### src/rtl/rv_pkg.sv
// Shared RV32 core constants: datapath width, register count and ABI register names.
package rv_pkg;

  localparam int unsigned XLEN = 32;
  localparam int unsigned NREG = 32;
  localparam int unsigned AW   = $clog2(NREG);

  localparam logic [4:0] REG_ZERO = 5'd0;

endpackage

### src/rtl/regfile_mp_if.sv
// Decode/writeback side of the multi-port register file: read, write and issue-reservation signals.
interface regfile_mp_if #(
  parameter int unsigned XLEN = rv_pkg::XLEN,
  parameter int unsigned NREG = rv_pkg::NREG,
  parameter int unsigned NRD  = 2,
  parameter int unsigned NWR  = 1
) ();

  localparam int unsigned AW = $clog2(NREG);

  logic [NRD*AW-1:0]   rd_addr;
  logic [NRD*XLEN-1:0] rd_data;
  logic [NRD-1:0]      rd_busy;
  logic [NWR-1:0]      wr_en;
  logic [NWR*AW-1:0]   wr_addr;
  logic [NWR*XLEN-1:0] wr_data;
  logic                sb_set;
  logic [AW-1:0]       sb_addr;
  logic [AW:0]         busy_cnt;

  modport master (
    output rd_addr, wr_en, wr_addr, wr_data, sb_set, sb_addr,
    input  rd_data, rd_busy, busy_cnt
  );

  modport slave (
    input  rd_addr, wr_en, wr_addr, wr_data, sb_set, sb_addr,
    output rd_data, rd_busy, busy_cnt
  );

endinterface

### src/rtl/regfile_scoreboard.sv
// Per-register busy bits with set-over-clear priority and a running count of busy registers.
module regfile_scoreboard #(
  parameter int unsigned NREG    = rv_pkg::NREG,
  parameter int unsigned NRD     = 2,
  parameter int unsigned NWR     = 1,
  parameter bit          ZERO_R0 = 1'b1
) (
  input  logic                       clk,
  input  logic                       reset,
  input  logic [NWR-1:0]             wrValid,
  input  logic [NWR*$clog2(NREG)-1:0] wrAddrFlat,
  input  logic                       sbSet,
  input  logic [$clog2(NREG)-1:0]    sbAddr,
  input  logic [NRD*$clog2(NREG)-1:0] rdAddrFlat,
  output logic [NRD-1:0]             rdBusy,
  output logic [$clog2(NREG):0]      busyCnt
);

  localparam int unsigned AW = $clog2(NREG);
  localparam int unsigned CW = AW + 1;

  logic [NREG-1:0] busy;
  logic [NREG-1:0] setVec;
  logic [NREG-1:0] clrVec;
  logic [NREG-1:0] busyNext;
  logic [CW-1:0]   nClr;
  logic            inc;
  logic [CW-1:0]   cntNext;

  // A new reservation supersedes a producer completing in the same cycle.
  always_comb begin
    setVec = '0;
    clrVec = '0;
    if (sbSet && !(ZERO_R0 && (sbAddr == AW'(rv_pkg::REG_ZERO)))) begin
      setVec[sbAddr] = 1'b1;
    end
    for (int unsigned k = 0; k < NWR; k++) begin
      if (wrValid[k]) begin
        clrVec[wrAddrFlat[k*AW +: AW]] = 1'b1;
      end
    end
    busyNext = (busy & ~clrVec) | setVec;
    if (ZERO_R0) begin
      busyNext[0] = 1'b0;
    end
  end

  // Count tracks popcount(busy) incrementally: one possible new set, any number of net clears.
  always_comb begin
    nClr = '0;
    for (int unsigned i = 0; i < NREG; i++) begin
      nClr = nClr + CW'(busy[i] & clrVec[i] & ~setVec[i]);
    end
    inc     = |(setVec & ~busy);
    cntNext = busyCnt + CW'(inc) - nClr;
  end

  always_ff @(posedge clk or negedge reset) begin
    if (!reset) begin
      busy    <= '0;
      busyCnt <= '0;
    end else begin
      busy    <= busyNext;
      busyCnt <= cntNext;
    end
  end

  for (genvar p = 0; p < NRD; p++) begin : gBusyRead
    assign rdBusy[p] = busy[rdAddrFlat[p*AW +: AW]];
  end

endmodule

### src/rtl/regfile_mp.sv
// Multi-port integer register file with same-cycle write bypass and an issue scoreboard.
module regfile_mp #(
  parameter int unsigned XLEN    = rv_pkg::XLEN,
  parameter int unsigned NREG    = rv_pkg::NREG,
  parameter int unsigned NRD     = 2,
  parameter int unsigned NWR     = 1,
  parameter bit          ZERO_R0 = 1'b1,
  parameter bit          BYPASS  = 1'b1
) (
  input  logic        clk,
  input  logic        reset,
  regfile_mp_if.slave bus
);

  localparam int unsigned AW = $clog2(NREG);

  logic [XLEN-1:0] regs  [NREG];
  logic [AW-1:0]   wAddr [NWR];
  logic [XLEN-1:0] wData [NWR];
  logic [NWR-1:0]  wrValid;

  // Writes to x0 are dropped; nothing is written or bypassed while reset is held.
  for (genvar k = 0; k < NWR; k++) begin : gWrite
    assign wAddr[k]   = bus.wr_addr[k*AW +: AW];
    assign wData[k]   = bus.wr_data[k*XLEN +: XLEN];
    assign wrValid[k] = reset && bus.wr_en[k]
                        && !(ZERO_R0 && (wAddr[k] == AW'(rv_pkg::REG_ZERO)));
  end

  // Later ports override earlier ones on an address collision.
  always_ff @(posedge clk or negedge reset) begin
    if (!reset) begin
      for (int unsigned i = 0; i < NREG; i++) begin
        regs[i] <= '0;
      end
    end else begin
      for (int unsigned k = 0; k < NWR; k++) begin
        if (wrValid[k]) begin
          regs[wAddr[k]] <= wData[k];
        end
      end
    end
  end

  for (genvar p = 0; p < NRD; p++) begin : gRead
    logic [AW-1:0]   rAddr;
    logic [XLEN-1:0] rVal;

    assign rAddr = bus.rd_addr[p*AW +: AW];

    always_comb begin
      rVal = regs[rAddr];
      if (BYPASS) begin
        for (int unsigned k = 0; k < NWR; k++) begin
          if (wrValid[k] && (wAddr[k] == rAddr)) begin
            rVal = wData[k];
          end
        end
      end
      if (ZERO_R0 && (rAddr == AW'(rv_pkg::REG_ZERO))) begin
        rVal = '0;
      end
    end

    assign bus.rd_data[p*XLEN +: XLEN] = rVal;
  end

  regfile_scoreboard #(
    .NREG    (NREG),
    .NRD     (NRD),
    .NWR     (NWR),
    .ZERO_R0 (ZERO_R0)
  ) uScoreboard (
    .clk        (clk),
    .reset      (reset),
    .wrValid    (wrValid),
    .wrAddrFlat (bus.wr_addr),
    .sbSet      (bus.sb_set),
    .sbAddr     (bus.sb_addr),
    .rdAddrFlat (bus.rd_addr),
    .rdBusy     (bus.rd_busy),
    .busyCnt    (bus.busy_cnt)
  );

endmodule

### src/flat_wrapper.sv
// flat-port wrapper written by rule: the top's interface ports become plain ports
module regfile_mp_flat 
#(
  parameter int unsigned XLEN    = rv_pkg::XLEN,
  parameter int unsigned NREG    = rv_pkg::NREG,
  parameter int unsigned NRD     = 2,
  parameter int unsigned NWR     = 1,
  parameter bit          ZERO_R0 = 1'b1,
  parameter bit          BYPASS  = 1'b1
)
  (clk, reset, bus_rd_addr, bus_wr_en, bus_wr_addr, bus_wr_data, bus_sb_set, bus_sb_addr, bus_rd_data, bus_rd_busy, bus_busy_cnt);
  regfile_mp_if #(.XLEN(XLEN), .NREG(NREG), .NRD(NRD), .NWR(NWR)) bus_i ();
  input  logic clk;
  input  logic reset;
  input wire logic [$bits(bus_i.rd_addr)-1:0] bus_rd_addr;
  input wire logic [$bits(bus_i.wr_en)-1:0] bus_wr_en;
  input wire logic [$bits(bus_i.wr_addr)-1:0] bus_wr_addr;
  input wire logic [$bits(bus_i.wr_data)-1:0] bus_wr_data;
  input wire logic [$bits(bus_i.sb_set)-1:0] bus_sb_set;
  input wire logic [$bits(bus_i.sb_addr)-1:0] bus_sb_addr;
  output wire logic [$bits(bus_i.rd_data)-1:0] bus_rd_data;
  output wire logic [$bits(bus_i.rd_busy)-1:0] bus_rd_busy;
  output wire logic [$bits(bus_i.busy_cnt)-1:0] bus_busy_cnt;
  assign bus_i.rd_addr = bus_rd_addr;
  assign bus_i.wr_en = bus_wr_en;
  assign bus_i.wr_addr = bus_wr_addr;
  assign bus_i.wr_data = bus_wr_data;
  assign bus_i.sb_set = bus_sb_set;
  assign bus_i.sb_addr = bus_sb_addr;
  assign bus_rd_data = bus_i.rd_data;
  assign bus_rd_busy = bus_i.rd_busy;
  assign bus_busy_cnt = bus_i.busy_cnt;
  regfile_mp #(.XLEN(XLEN), .NREG(NREG), .NRD(NRD), .NWR(NWR), .ZERO_R0(ZERO_R0), .BYPASS(BYPASS)) u_core (.clk(clk), .reset(reset), .bus(bus_i));
endmodule
### config.mk
export PLATFORM = sky130hd
export DESIGN_NAME = regfile_mp_flat
export DESIGN_NICKNAME = d
export VERILOG_FILES = /design/src/rtl/rv_pkg.sv /design/src/rtl/regfile_mp_if.sv /design/src/rtl/regfile_scoreboard.sv /design/src/rtl/regfile_mp.sv /design/src/flat_wrapper.sv
export SDC_FILE = /design/constraint.sdc
export NUM_CORES = 2
export LEC_CHECK = 0
export BUFFER_PORTS_ARGS = -buffer_cell sky130_fd_sc_hd__buf_2
export CAP_MARGIN = 30
export CORE_UTILIZATION = 55
export CTS_CLUSTER_SIZE = 30
export DETAILED_ROUTE_END_ITERATION = 10
export PLACE_DENSITY = 0.81
export SYNTH_ARGS = -nofsm -noshare
export SYNTH_HDL_FRONTEND = slang
export SYNTH_SLANG_ARGS = --single-unit
### constraint.sdc
create_clock -name clk -period 6 [get_ports clk]
set_input_delay 1.2 -clock clk [delete_from_list [all_inputs] [get_ports clk]]
set_output_delay 1.2 -clock clk [all_outputs]
set_load 0.005 [all_outputs]
==> results_dict.tcl <==
set metrics [dict create \
    synthXorXnorAreaFrac_pct 0.191 \
    ys_top_cells_by_area "dfrtp_1 45%, mux2_2 20%, mux4_2 13%, mux2i_1 5.7%, clkbuf_1 1.7%" \
    skew_ns 0.00948 \
    areaGrowthSynthToFinish_pct 11.2 \
    io_pins 128 \
    cts_tree "done" \
    p_sw_share_pct 28.5 \
    outcome "finished, violations left" \
    syn_nets 4546 \
    wirelength_um 203000 \
    first_pass_iters 6 \
    ir_drop_v 0.000269 \
    rsz0062_at_grt "true" \
    holdCritPathClass "reg -> reg" \
    num_rows 120 \
    yosysMostFrequentCell "mux2_2" \
    overflow 0 \
    synth_warnings 0 \
    p_int_w 0.0142 \
    antenna_found_initial 18 \
    h-tree-depth 3 \
    fill_cells 7930 \
    die_w_um 331 \
    synthTopCellsByCount "1071 x mux2_2, 1061 x dfrtp_1, 347 x mux4_2, 339 x mux2i_1, 273 x clkbuf_1" \
    cts_sinks 1061 \
    synth_seq_area_share_pct 44.6 \
    worst-slew-pin-transition_ns 1.14 \
    crit_slowest_cell "fa_2" \
    yosysTopAreaCellShare_pct 44.6 \
    switchingPower_w 0.00566 \
    muxShareOfSynthArea_pct 39.1 \
    synth_compound_area_share_pct 6.65 \
    place.gp.congestion 0.903 \
    grt_pass1_vias 43300 \
    wl_per_cell_um 34.1 \
    power_density_nw_per_um2 300 \
    clockPowerShare_pct 35.4 \
    p_comb_share_pct 19.8 \
    syn_area_um2 59500 \
    place_hpwl_um 116000 \
    syn_inst 4436 \
    power_leakage_nw 29.9 \
    synth.avg_cell_area_um2 13.4 \
    period_minus_slack_ns 6.06 \
    portBuffers 127 \
    crit_path_start "bus_sb_addr[2]" \
    coreArea_um2 107000 \
    die_y_um 331 \
    crit_path_max_incr_delay_ns 0.59 \
    fmax_mhz 165 \
    violations "negative setup slack" \
    vias 43400 \
    grt_max_degree 174 \
    initial_utilization_pct 55.5 \
    maxCapViolations 0 \
    grt_pass1_wl_um 295000 \
    arrival_ns 6.65 \
    setup_tns_ns -0.0622 \
    synth_edf_count 0 \
    drv_slew 0 \
    r2r-start "u_core.uScoreboard.busy[17]" \
    ctsHoldBuffers 0 \
    synth-adder-area-share_pct 1.50 \
    post-route-period-util_pct 101 \
    clkTransAtPathRegs_ns 0.06 \
    cts-buffers-inserted 111 \
    synth_seq_cells 1061 \
    via_per_inst 7.30 \
    startpoint_type "input pin" \
    hold_viol 0 \
    power_w 0.0199 \
    slew_headroom_pct 24.2 \
    finalSetupViolCount 1 \
    clk_latency_ns 0.71 \
    synthArstFlopShare_pct 100 \
    drtIter0Drc 6155 \
    required_ns 6.59 \
    place_ws_ns -0.910 \
    synth_largest_area_cell "dfrtp_1" \
    synth_cell_type_count 67 \
    worst_path_most_repeated_cell "inv_2" \
    remaining_drc_errors 0 \
    antenna_left 0 \
    crit_path_end_kind "flip-flop" \
    ctsRootBufferMaster "clkbuf_16" \
    setup_ws_ns -0.0622 \
    cts_buffer_depth 3 \
    cp_cell_sequence "buf_12 -> nand2_4 -> or3_4 -> buf_6 -> o211ai_1 -> fa_1 -> inv_2 -> fa_2 -> inv_2 -> fa_1 -> inv_2 -> fa_2 -> inv_2 -> fa_1 -> fa_2 -> inv_2 -> fa_2 -> inv_2 -> fa_1 -> ha_2 -> fa_2 -> xnor2_2 -> xnor2_1" \
    min-delay-start "u_core.regs[1015]" \
    nNetsFinal 4559 \
    path_max_fanout 7 \
    synth_top_family_by_area "multiplexers" \
    synth-main-ff-cell "dfrtp_1" \
    dieArea_um2 109000 \
    path_class "in -> reg" \
    p_seq_share_pct 44.7 \
    grt.total_usage_pct 37.1 \
    drive_above_1_share_pct 46.2 \
    synthSimpleGateAreaFrac_pct 3.41 \
]
power groups by stage:
stage,Sequential [W],Combinational (W),Clock [W]
floorplan,0.00869,0.00278,0
global route,0.00898,0.00422,0.00733
finish,0.00888,0.00394,0.00704
CTS,0.00884,0.00388,0.00704
global placement,0.00888,0.00371,0
detailed placement,0.00895,0.00385,0
per-stage QoR:
step	util, %	std cells	hold WS [ns]	instance area [um^2]
global placement	57.8	5729	0.376	62000
floorplan	-	4436	0.441	59800
global route	61.7	5945	0.406	66100
detailed placement	57.9	5734	0.383	62100
finish	61.7	5947	0.393	66100
CTS	61.5	5939	0.396	65900
cell families (layout without fill, tap and decap cells):
group	Yosys count	count (layout)
AOI/OAI and AO/OA	564	564
xor gates and xnor gates	13	13
adders and majority gates	54	54
buffers and inverters	566	670
DFF	1061	1061
muxes	1757	1757
other	0	4
and+or+nand+nor	421	421
sequential cells by signal, summed over array words and instances (netlist names):
register	flops
u_core.uScoreboard.busy	31
u_core.regs	1024
u_core.uScoreboard.busyCnt	6
critical path: cells and delay by family:
family                     cells  cell delay (ns)
adders and majority gates     10             3.95
buffers and inverters          8             0.59
and+or+nand+nor                2             0.45
xor gates and xnor gates       2             0.26
AOI/OAI and AO/OA              1             0.20
layer usage:
metal  track usage (%)  share of wire [%]
met1              48.6                 36
met2              54.5                 44
met3              11.8                 13
met4              21.3                6.6
met5             0.217              0.093
timing repair:
action,CTS,global route
endpoints found under the setup margin,1,2
gates cloned,0,1
hold endpoints to repair,0,0
gates resized for setup,25,64
buffers inserted,1,4
pin swaps,3,32
cell usage in the layout (no fill, tap or decap), types with 22 or more instances in the layout:
| cell | instances |
|---|---|
| clkinv_2 | 24 |
| o21ai_0 | 123 |
| mux4_2 | 347 |
| a211oi_1 | 41 |
| dfrtp_1 | 1061 |
| inv_1 | 75 |
| buf_2 | 108 |
| nor2_1 | 63 |
| a2111oi_0 | 31 |
| clkbuf_1 | 28 |
| nor3_1 | 43 |
| a221o_1 | 32 |
| mux2_2 | 1071 |
| o22ai_1 | 45 |
| nand2_1 | 118 |
| clkbuf_16 | 112 |
| and3_1 | 30 |
| a221oi_1 | 77 |
| mux2i_1 | 339 |
| a21oi_1 | 57 |
| nor2_4 | 30 |
| a22oi_1 | 55 |
| buf_4 | 222 |
| clkbuf_8 | 25 |
| ha_1 | 22 |
final cells by class:
class | instances | area (um^2) | area share [%]
tap | 1403 | 1760 | 2.65
clock inverter | 40 | 448 | 0.677
inverter | 94 | 353 | 0.533
antenna | 4 | 10.0 | 0.0151
clock buffer | 164 | 3240 | 4.90
sequential | 1061 | 26600 | 40.1
multi-input combinational | 2809 | 30900 | 46.6
timing repair buffer | 372 | 2940 | 4.44
path summary, 6_finish.rpt:
path                                                 endpoint  cells past startpoint  slack, ns
worst min register to register              u_core.regs[1015]                      0       0.39
min in group asynchronous                    u_core.regs[321]                      2       0.51
max in group asynchronous                    u_core.regs[435]                      6       1.62
worst max register to register  u_core.uScoreboard.busyCnt[5]                     24       0.22
worst max-delay path            u_core.uScoreboard.busyCnt[5]                     23      -0.06
worst min-delay path                        u_core.regs[1015]                      0       0.39
Note: power is estimated with default switching activity, not from simulation.
